--- config.mk ---
export PLATFORM = sky130hd
export DESIGN_NAME = pc_call_stack_flat
export DESIGN_NICKNAME = d
export VERILOG_FILES = /design/src/rtl/pc_stack_pkg.sv /design/src/rtl/pc_call_stack_if.sv /design/src/rtl/lifo_stack.sv /design/src/rtl/pc_call_stack.sv /design/src/flat_wrapper.sv
export SDC_FILE = /design/constraint.sdc
export NUM_CORES = 1
export LEC_CHECK = 0
export ABC_AREA = 1
export CORE_ASPECT_RATIO = 0.9
export CORE_UTILIZATION = 25
export DETAILED_ROUTE_END_ITERATION = 10
export GPL_TIMING_DRIVEN = 0
export PLACE_DENSITY = 0.46
export SLEW_MARGIN = 15
export SYNTH_ARGS = -nofsm -noshare
export SYNTH_HDL_FRONTEND = slang
export SYNTH_HIERARCHICAL = 1
export SYNTH_SLANG_ARGS = --single-unit
--- constraint.sdc ---
create_clock -name clk -period 2.3 [get_ports clk]
set_input_delay 0.46 -clock clk [delete_from_list [all_inputs] [get_ports clk]]
set_output_delay 0.46 -clock clk [all_outputs]
set_load 0.02 [all_outputs]
--- src/rtl/pc_stack_pkg.sv ---
// Shared constants and helpers for the sequencer program counter and its return stack.
package pc_stack_pkg;

    localparam int PC_ADDR_W_DEFAULT      = 12;
    localparam int PC_STACK_DEPTH_DEFAULT = 4;

    localparam logic [2:0] CMD_HOLD = 3'd0;
    localparam logic [2:0] CMD_INC  = 3'd1;
    localparam logic [2:0] CMD_LOAD = 3'd2;
    localparam logic [2:0] CMD_CALL = 3'd3;
    localparam logic [2:0] CMD_RET  = 3'd4;

    // Bits needed to hold values 0..v-1.
    function automatic int clog2(input int v);
        int r;
        int x;
        r = 0;
        x = v - 1;
        while (x > 0) begin
            r = r + 1;
            x = x >> 1;
        end
        return r;
    endfunction

endpackage

--- src/rtl/pc_call_stack_if.sv ---
// Command/status bundle between the decode unit (master) and the program counter (slave).
interface pc_call_stack_if
    import pc_stack_pkg::*;
#(
    parameter int ADDR_W      = PC_ADDR_W_DEFAULT,
    parameter int STACK_DEPTH = PC_STACK_DEPTH_DEFAULT
) ();
    localparam int LVL_W = clog2(STACK_DEPTH + 1);

    logic              enable;
    logic              load;
    logic [ADDR_W-1:0] load_value;
    logic              call;
    logic [ADDR_W-1:0] call_target;
    logic              ret;
    logic              err_clr;
    logic [ADDR_W-1:0] pc;
    logic [LVL_W-1:0]  stack_level;
    logic              stack_full;
    logic              stack_empty;
    logic              ovf_err;
    logic              unf_err;

    modport master (
        output enable, load, load_value, call, call_target, ret, err_clr,
        input  pc, stack_level, stack_full, stack_empty, ovf_err, unf_err
    );

    modport slave (
        input  enable, load, load_value, call, call_target, ret, err_clr,
        output pc, stack_level, stack_full, stack_empty, ovf_err, unf_err
    );

endinterface

--- src/rtl/lifo_stack.sv ---
// Return-address LIFO. With PC_STACK_CIRCULAR_EN defined, a push while full
// overwrites the oldest entry via a circular write pointer.
module lifo_stack
    import pc_stack_pkg::*;
#(
    parameter  int WIDTH = PC_ADDR_W_DEFAULT,
    parameter  int DEPTH = PC_STACK_DEPTH_DEFAULT,
    localparam int LVL_W = clog2(DEPTH + 1),
    localparam int IDX_W = clog2(DEPTH)
) (
    input  logic             clk,
    input  logic             reset,
    input  logic             push,
    input  logic             pop,
    input  logic [WIDTH-1:0] din,
    output logic [WIDTH-1:0] dout,
    output logic [LVL_W-1:0] level,
    output logic             full,
    output logic             empty
);
    localparam logic [LVL_W-1:0] FULL_LVL = LVL_W'(DEPTH);

    logic [WIDTH-1:0] mem [DEPTH];
    logic [LVL_W-1:0] level_q;
    logic [IDX_W-1:0] wr_idx;
    logic [IDX_W-1:0] top_idx;
    logic             do_push;
    logic             do_pop;

    assign full  = (level_q == FULL_LVL);
    assign empty = (level_q == '0);
    assign level = level_q;
    assign do_pop = pop && !empty;

`ifdef PC_STACK_CIRCULAR_EN
    localparam logic [IDX_W-1:0] LAST_IDX = IDX_W'(DEPTH - 1);
    logic [IDX_W-1:0] wptr_q;

    assign do_push = push;
    assign wr_idx  = wptr_q;
    assign top_idx = (wptr_q == '0) ? LAST_IDX : wptr_q - 1'b1;

    always_ff @(posedge clk) begin
        if (reset) begin
            wptr_q <= '0;
        end else if (do_push) begin
            wptr_q <= (wptr_q == LAST_IDX) ? '0 : wptr_q + 1'b1;
        end else if (do_pop) begin
            wptr_q <= top_idx;
        end
    end
`else
    assign do_push = push && !full;
    assign wr_idx  = IDX_W'(level_q);
    assign top_idx = IDX_W'(level_q - 1'b1);
`endif

    assign dout = mem[top_idx];

    always_ff @(posedge clk) begin
        if (reset) begin
            level_q <= '0;
        end else if (do_push && !full) begin
            level_q <= level_q + 1'b1;
        end else if (do_pop) begin
            level_q <= level_q - 1'b1;
        end
    end

    // Contents are don't-care after reset, so storage carries no reset.
    always_ff @(posedge clk) begin
        if (do_push) begin
            mem[wr_idx] <= din;
        end
    end

endmodule

--- src/rtl/pc_call_stack.sv ---
// Sequencer program counter with call/return stack and sticky overflow/underflow flags.
// Optional circular stack behaviour is selected by the PC_STACK_CIRCULAR_EN macro.
module pc_call_stack
    import pc_stack_pkg::*;
#(
    parameter int ADDR_W      = PC_ADDR_W_DEFAULT,
    parameter int STACK_DEPTH = PC_STACK_DEPTH_DEFAULT
) (
    input logic             clk,
    input logic             reset,
    pc_call_stack_if.slave  bus
);
    localparam int LVL_W = clog2(STACK_DEPTH + 1);

    logic [2:0]        cmd;
    logic [ADDR_W-1:0] pc_q;
    logic [ADDR_W-1:0] pc_nxt;
    logic [ADDR_W-1:0] pc_inc;
    logic [ADDR_W-1:0] ret_addr;
    logic [LVL_W-1:0]  level;
    logic              full;
    logic              empty;
    logic              push;
    logic              pop;
    logic              ovf_set;
    logic              unf_set;
    logic              ovf_q;
    logic              unf_q;

    assign pc_inc = pc_q + 1'b1;

    always_comb begin
        cmd = CMD_HOLD;
        if (bus.load) begin
            cmd = CMD_LOAD;
        end else if (bus.call) begin
            cmd = CMD_CALL;
        end else if (bus.ret) begin
            cmd = CMD_RET;
        end else if (bus.enable) begin
            cmd = CMD_INC;
        end
    end

`ifdef PC_STACK_CIRCULAR_EN
    assign push    = (cmd == CMD_CALL);
    assign ovf_set = 1'b0;
`else
    assign push    = (cmd == CMD_CALL) && !full;
    assign ovf_set = (cmd == CMD_CALL) && full;
`endif
    assign pop     = (cmd == CMD_RET) && !empty;
    assign unf_set = (cmd == CMD_RET) && empty;

    always_comb begin
        pc_nxt = pc_q;
        case (cmd)
            CMD_LOAD: pc_nxt = bus.load_value;
            CMD_CALL: if (push) pc_nxt = bus.call_target;
            CMD_RET:  if (pop)  pc_nxt = ret_addr;
            CMD_INC:  pc_nxt = pc_inc;
            default:  pc_nxt = pc_q;
        endcase
    end

    lifo_stack #(
        .WIDTH (ADDR_W),
        .DEPTH (STACK_DEPTH)
    ) u_stack (
        .clk   (clk),
        .reset (reset),
        .push  (push),
        .pop   (pop),
        .din   (pc_inc),
        .dout  (ret_addr),
        .level (level),
        .full  (full),
        .empty (empty)
    );

    // A new error in the same cycle as err_clr keeps its flag set.
    always_ff @(posedge clk) begin
        if (reset) begin
            pc_q  <= '0;
            ovf_q <= 1'b0;
            unf_q <= 1'b0;
        end else begin
            pc_q  <= pc_nxt;
            ovf_q <= ovf_set | (ovf_q & ~bus.err_clr);
            unf_q <= unf_set | (unf_q & ~bus.err_clr);
        end
    end

    assign bus.pc          = pc_q;
    assign bus.stack_level = level;
    assign bus.stack_full  = full;
    assign bus.stack_empty = empty;
    assign bus.ovf_err     = ovf_q;
    assign bus.unf_err     = unf_q;

endmodule

--- src/flat_wrapper.sv ---
// flat-port wrapper written by rule: the top's interface ports become plain ports
module pc_call_stack_flat import pc_stack_pkg::*;
#(
    parameter int ADDR_W      = PC_ADDR_W_DEFAULT,
    parameter int STACK_DEPTH = PC_STACK_DEPTH_DEFAULT
)
  (clk, reset, bus_enable, bus_load, bus_load_value, bus_call, bus_call_target, bus_ret, bus_err_clr, bus_pc, bus_stack_level, bus_stack_full, bus_stack_empty, bus_ovf_err, bus_unf_err);
  pc_call_stack_if #(.ADDR_W(ADDR_W), .STACK_DEPTH(STACK_DEPTH)) bus_i ();
  input logic clk;
  input logic reset;
  input wire logic [$bits(bus_i.enable)-1:0] bus_enable;
  input wire logic [$bits(bus_i.load)-1:0] bus_load;
  input wire logic [$bits(bus_i.load_value)-1:0] bus_load_value;
  input wire logic [$bits(bus_i.call)-1:0] bus_call;
  input wire logic [$bits(bus_i.call_target)-1:0] bus_call_target;
  input wire logic [$bits(bus_i.ret)-1:0] bus_ret;
  input wire logic [$bits(bus_i.err_clr)-1:0] bus_err_clr;
  output wire logic [$bits(bus_i.pc)-1:0] bus_pc;
  output wire logic [$bits(bus_i.stack_level)-1:0] bus_stack_level;
  output wire logic [$bits(bus_i.stack_full)-1:0] bus_stack_full;
  output wire logic [$bits(bus_i.stack_empty)-1:0] bus_stack_empty;
  output wire logic [$bits(bus_i.ovf_err)-1:0] bus_ovf_err;
  output wire logic [$bits(bus_i.unf_err)-1:0] bus_unf_err;
  assign bus_i.enable = bus_enable;
  assign bus_i.load = bus_load;
  assign bus_i.load_value = bus_load_value;
  assign bus_i.call = bus_call;
  assign bus_i.call_target = bus_call_target;
  assign bus_i.ret = bus_ret;
  assign bus_i.err_clr = bus_err_clr;
  assign bus_pc = bus_i.pc;
  assign bus_stack_level = bus_i.stack_level;
  assign bus_stack_full = bus_i.stack_full;
  assign bus_stack_empty = bus_i.stack_empty;
  assign bus_ovf_err = bus_i.ovf_err;
  assign bus_unf_err = bus_i.unf_err;
  pc_call_stack #(.ADDR_W(ADDR_W), .STACK_DEPTH(STACK_DEPTH)) u_core (.clk(clk), .reset(reset), .bus(bus_i));
endmodule
==> results.txt <==
- Max Fanout on Critical Path: 12
* Initial Utilization: 25.9%
- In the finished design, the share of the clock period the worst path needs comes to 93.7%.
- No sink is reached through more buffers than the 2 on the longest clock path.
* Via count of the first global-routing pass: 2744
- Wire length of the first global-routing pass: 14800 um
- Gate power share: 17.0%
* Most used DFF post-synth: sky130_fd_sc_hd__edfxtp_1
- Outcome: finished, final reports clean
* Maximum number of pins on one net before global-route repair: 13
- Clock Skews: 5.75 ps
- Leakage component of the power: 1.72 nW
* Slew of the pin with the lowest slew margin: 605 ps
- In this run the power density over the cells is 734 nW/um^2.
- Clock power frac: 41.4%
- Across the VDD grid, the largest voltage drop is 346 uV.
* Number of diodes added for antenna fixing: 0
- For the worst setup path, the data arrival time is 1700 ps.
- Length of the first detailed-routing pass in iterations: 4
- The worst setup path is of the register to output pin kind.
* DR vias/cell: 4.41
* Critical Path Start Type: register
* Num CTS Buffers: 9
- Gate Count Post-Synth: 379
- Net switching power figure: 893 uW
* Number of H-tree branching levels: 3
- Setup violations remaining at the end of the flow were counted as 0.
- Summed over all layers, the global routing overflow is 0.
- Clock tree synthesis found a total of 65 sinks.
- From left edge to right edge, the die measures 124 um.
* Most frequent cells in the layout: 96 x sky130_fd_sc_hd__nand2_1, 63 x sky130_fd_sc_hd__nor2_1, 48 x sky130_fd_sc_hd__edfxtp_1
- Half-perimeter wire length after detailed placement: 6470 um
- Global routing consumed, over all layers together, 14.4% of the routing resources.
- The tool flagged a number of max-cap violations equal to 0.
* Placed cell count: 592
- Launch point of the worst hold path: u_core/bus.ovf_err
- The worst setup path is captured at an output pin.
- Non-Filler Instances: 612
- Required arrival time at the worst endpoint: 1840 ps
- Slew headroom: 59.6%
- For this run, the number of Yosys warnings is 6.
- Net switching is 27.1% of the power.
- In this run the critical register-to-register path is launched from u_core/u_stack/level[0].
- In the final routed layout, each cell accounts on average for 14.9 um.
- Derived from the worst setup path, the maximum achievable clock frequency is 464 MHz.
* Post-synth cell types: 36
- Area growth, synth to finish: 34.5%
- After detailed routing, the number of remaining DRC violations is 0.
* Die area: 13800 sq um
* Number of nets with antenna violations after detailed routing: 0
* Number of I/O pins: 50
- Row generation in the floorplan step produced 39 rows.
* Fraction of registers with async set or reset after synthesis: 0%
* CTS clk-pin slew, worst paths: 60 ps
* Int Power: 2.40 mW
- TritonCTS clock tree: built
- Core footprint: 12800 sq um
- Setup total negative slack on the finished layout was measured at 0 ps.
* Initial antenna violation count: 0
- The finished cells cover 4480 sq um.
- Reg-to-Reg End: u_core/bus.pc[11]
- Number of DRC markers after the initial detailed-route iteration: 156
- Per report_power, the sequential group accounts for 41.6% of the total.
- Setup crit end: bus_stack_empty
- Counting I/O delays and the setup requirement, the final critical path takes 2160 ps.
- The final route contains 2696 vias.
- Sequential cell area fraction in the yosys report: 53.5%
- Final slew viol count: 0
- Tracing the worst setup path back leads to its startpoint at u_core/u_stack/level[0].
* Total number of nets in the final design: 481
* Post-synth net total: 417
* Commonest non-fill, non-tap cell in the layout: sky130_fd_sc_hd__nand2_1
* Syn_area_per_cell: 8.78 sq um
- Class of the worst hold path: register to register
* Count of buffers from port buffering: 49
- Count of flip-flops with a built-in enable after synthesis: 48
* R2R Setup Slk: 200 ps
* Vertical die dimension: 111 um
- Clock tree synthesis selected as its root buffer the cell sky130_fd_sc_hd__clkbuf_16.
- RSZ-0062 raised after global routing: true
- Cells with a size suffix above 1 make up 14.5% of the layout.
- At the end of routability-driven placement, the weighted congestion stood at 0.847.
- Total detailed-routing wirelength: 9110 um
- Final Hold Fails: 0
* Synth Register Bits: 65
- Worst reg2reg path depth: 12
- Once placement finished, the instance area stood at 4040 sq um.
* Clock latency reported for the late side of the worst-skew pair: 330 ps
- Area of the mapped netlist: 3330 sq um
-- synthesized netlist by cell type (4+ instances only) --
| cell type | instances | area, sq um |
|---|---|---|
| sky130_fd_sc_hd__a21oi_1 | 9 | 45.0 |
| sky130_fd_sc_hd__a21oi_2 | 5 | 43.8 |
| sky130_fd_sc_hd__and2_1 | 4 | 25.0 |
| sky130_fd_sc_hd__buf_2 | 4 | 20.0 |
| sky130_fd_sc_hd__buf_6 | 5 | 56.3 |
| sky130_fd_sc_hd__dfxtp_1 | 17 | 340 |
| sky130_fd_sc_hd__edfxtp_1 | 48 | 1440 |
| sky130_fd_sc_hd__ha_1 | 7 | 87.6 |
| sky130_fd_sc_hd__inv_1 | 26 | 97.6 |
| sky130_fd_sc_hd__nand2_1 | 96 | 360 |
| sky130_fd_sc_hd__nand3_1 | 20 | 100 |
| sky130_fd_sc_hd__nor2_1 | 67 | 251 |
| sky130_fd_sc_hd__o21ai_0 | 23 | 115 |
| sky130_fd_sc_hd__o21ai_1 | 6 | 30.0 |
| sky130_fd_sc_hd__o22ai_1 | 12 | 75.1 |
-- sequential cells by signal (all words and copies together), names as in the netlist --
register	flops
u_core/bus.ovf_err	1
u_core/bus.pc	12
u_core/u_stack/level	3
u_core/bus.unf_err	1
u_core/u_stack/mem	48
-- through the flow --
stage                     power (mW)  setup slack [ps]  utilization, %  hold WS, ps
after floorplan                 1.69             -11.9               -          529
after global placement          1.93              -495            31.4          464
after detailed placement        1.93              -464            31.4          464
after CTS                       3.32              36.0            34.9          478
after global routing            3.44             -13.1            34.9          505
final                           3.29               145            34.9          484
-- worst min path at each step --
stage / end / slack [ps] / cells after the start
4_1_cts: u_core/bus.ovf_err / 480 / 2
6_report: u_core/bus.ovf_err / 480 / 2
3_5_place_dp: u_core/bus.ovf_err / 460 / 2
2_1_floorplan: u_core/u_stack/level[1] / 530 / 1
5_1_grt: u_core/bus.unf_err / 510 / 2
3_3_place_gp: u_core/bus.unf_err / 460 / 2
-- what timing repair did --
action,4_1_cts,5_1_grt
hold buffers,0,0
cloned,0,0
pin swaps,5,1
setup endpoints to repair,60,20
setup buffers,5,0
gates resized for setup,15,5
hold endpoints to repair,0,0
-- per-layer routing --
layer	global-route usage (%)	wire length, um	vias to the layer above
met3	2.92	371	8
met2	22.3	4150	52
li1	-	-	1392
met4	4.34	91	0
met1	20.2	4500	1244
met5	0	0	-
-- cells by family (layout without fill, tap and decap cells) --
group	after synthesis	in the layout	synth area share (%)
flops	65	65	53.5
simple gates	203	203	26.5
compound gates	58	58	10.0
buf+inv	43	112	6.58
fa+ha+maj	7	7	2.63
xor+xnor	3	3	0.789
-- cell type report --
type	instances	area, sq um
Fill cell	1335	8350
Inverter	31	126
Timing Repair Buffer	54	587
Multi-Input combinational cell	271	1380
Buffer	11	96.3
Sequential cell	65	1790
Clock inverter	7	70.1
Clock buffer	9	225
Tap cell	164	205
-- critical path, stage by stage, from the launching register on --
cell and delay (ps):
sky130_fd_sc_hd__dfxtp_4 380, sky130_fd_sc_hd__inv_4 120, sky130_fd_sc_hd__buf_6 180, sky130_fd_sc_hd__ha_1 220, sky130_fd_sc_hd__ha_4 190, sky130_fd_sc_hd__clkdlybuf4s15_2 270
-- power groups by stage --
| stage | registers, mW | logic [mW] | clock network, mW |
|---|---|---|---|
| 2_1_floorplan | 1.41 | 0.284 | 0 |
| 3_3_place_gp | 1.39 | 0.531 | 0 |
| 3_5_place_dp | 1.39 | 0.534 | 0 |
| 4_1_cts | 1.37 | 0.564 | 1.39 |
| 5_1_grt | 1.38 | 0.623 | 1.44 |
| 6_report | 1.37 | 0.559 | 1.36 |
Power figures use the tool's default switching activity.
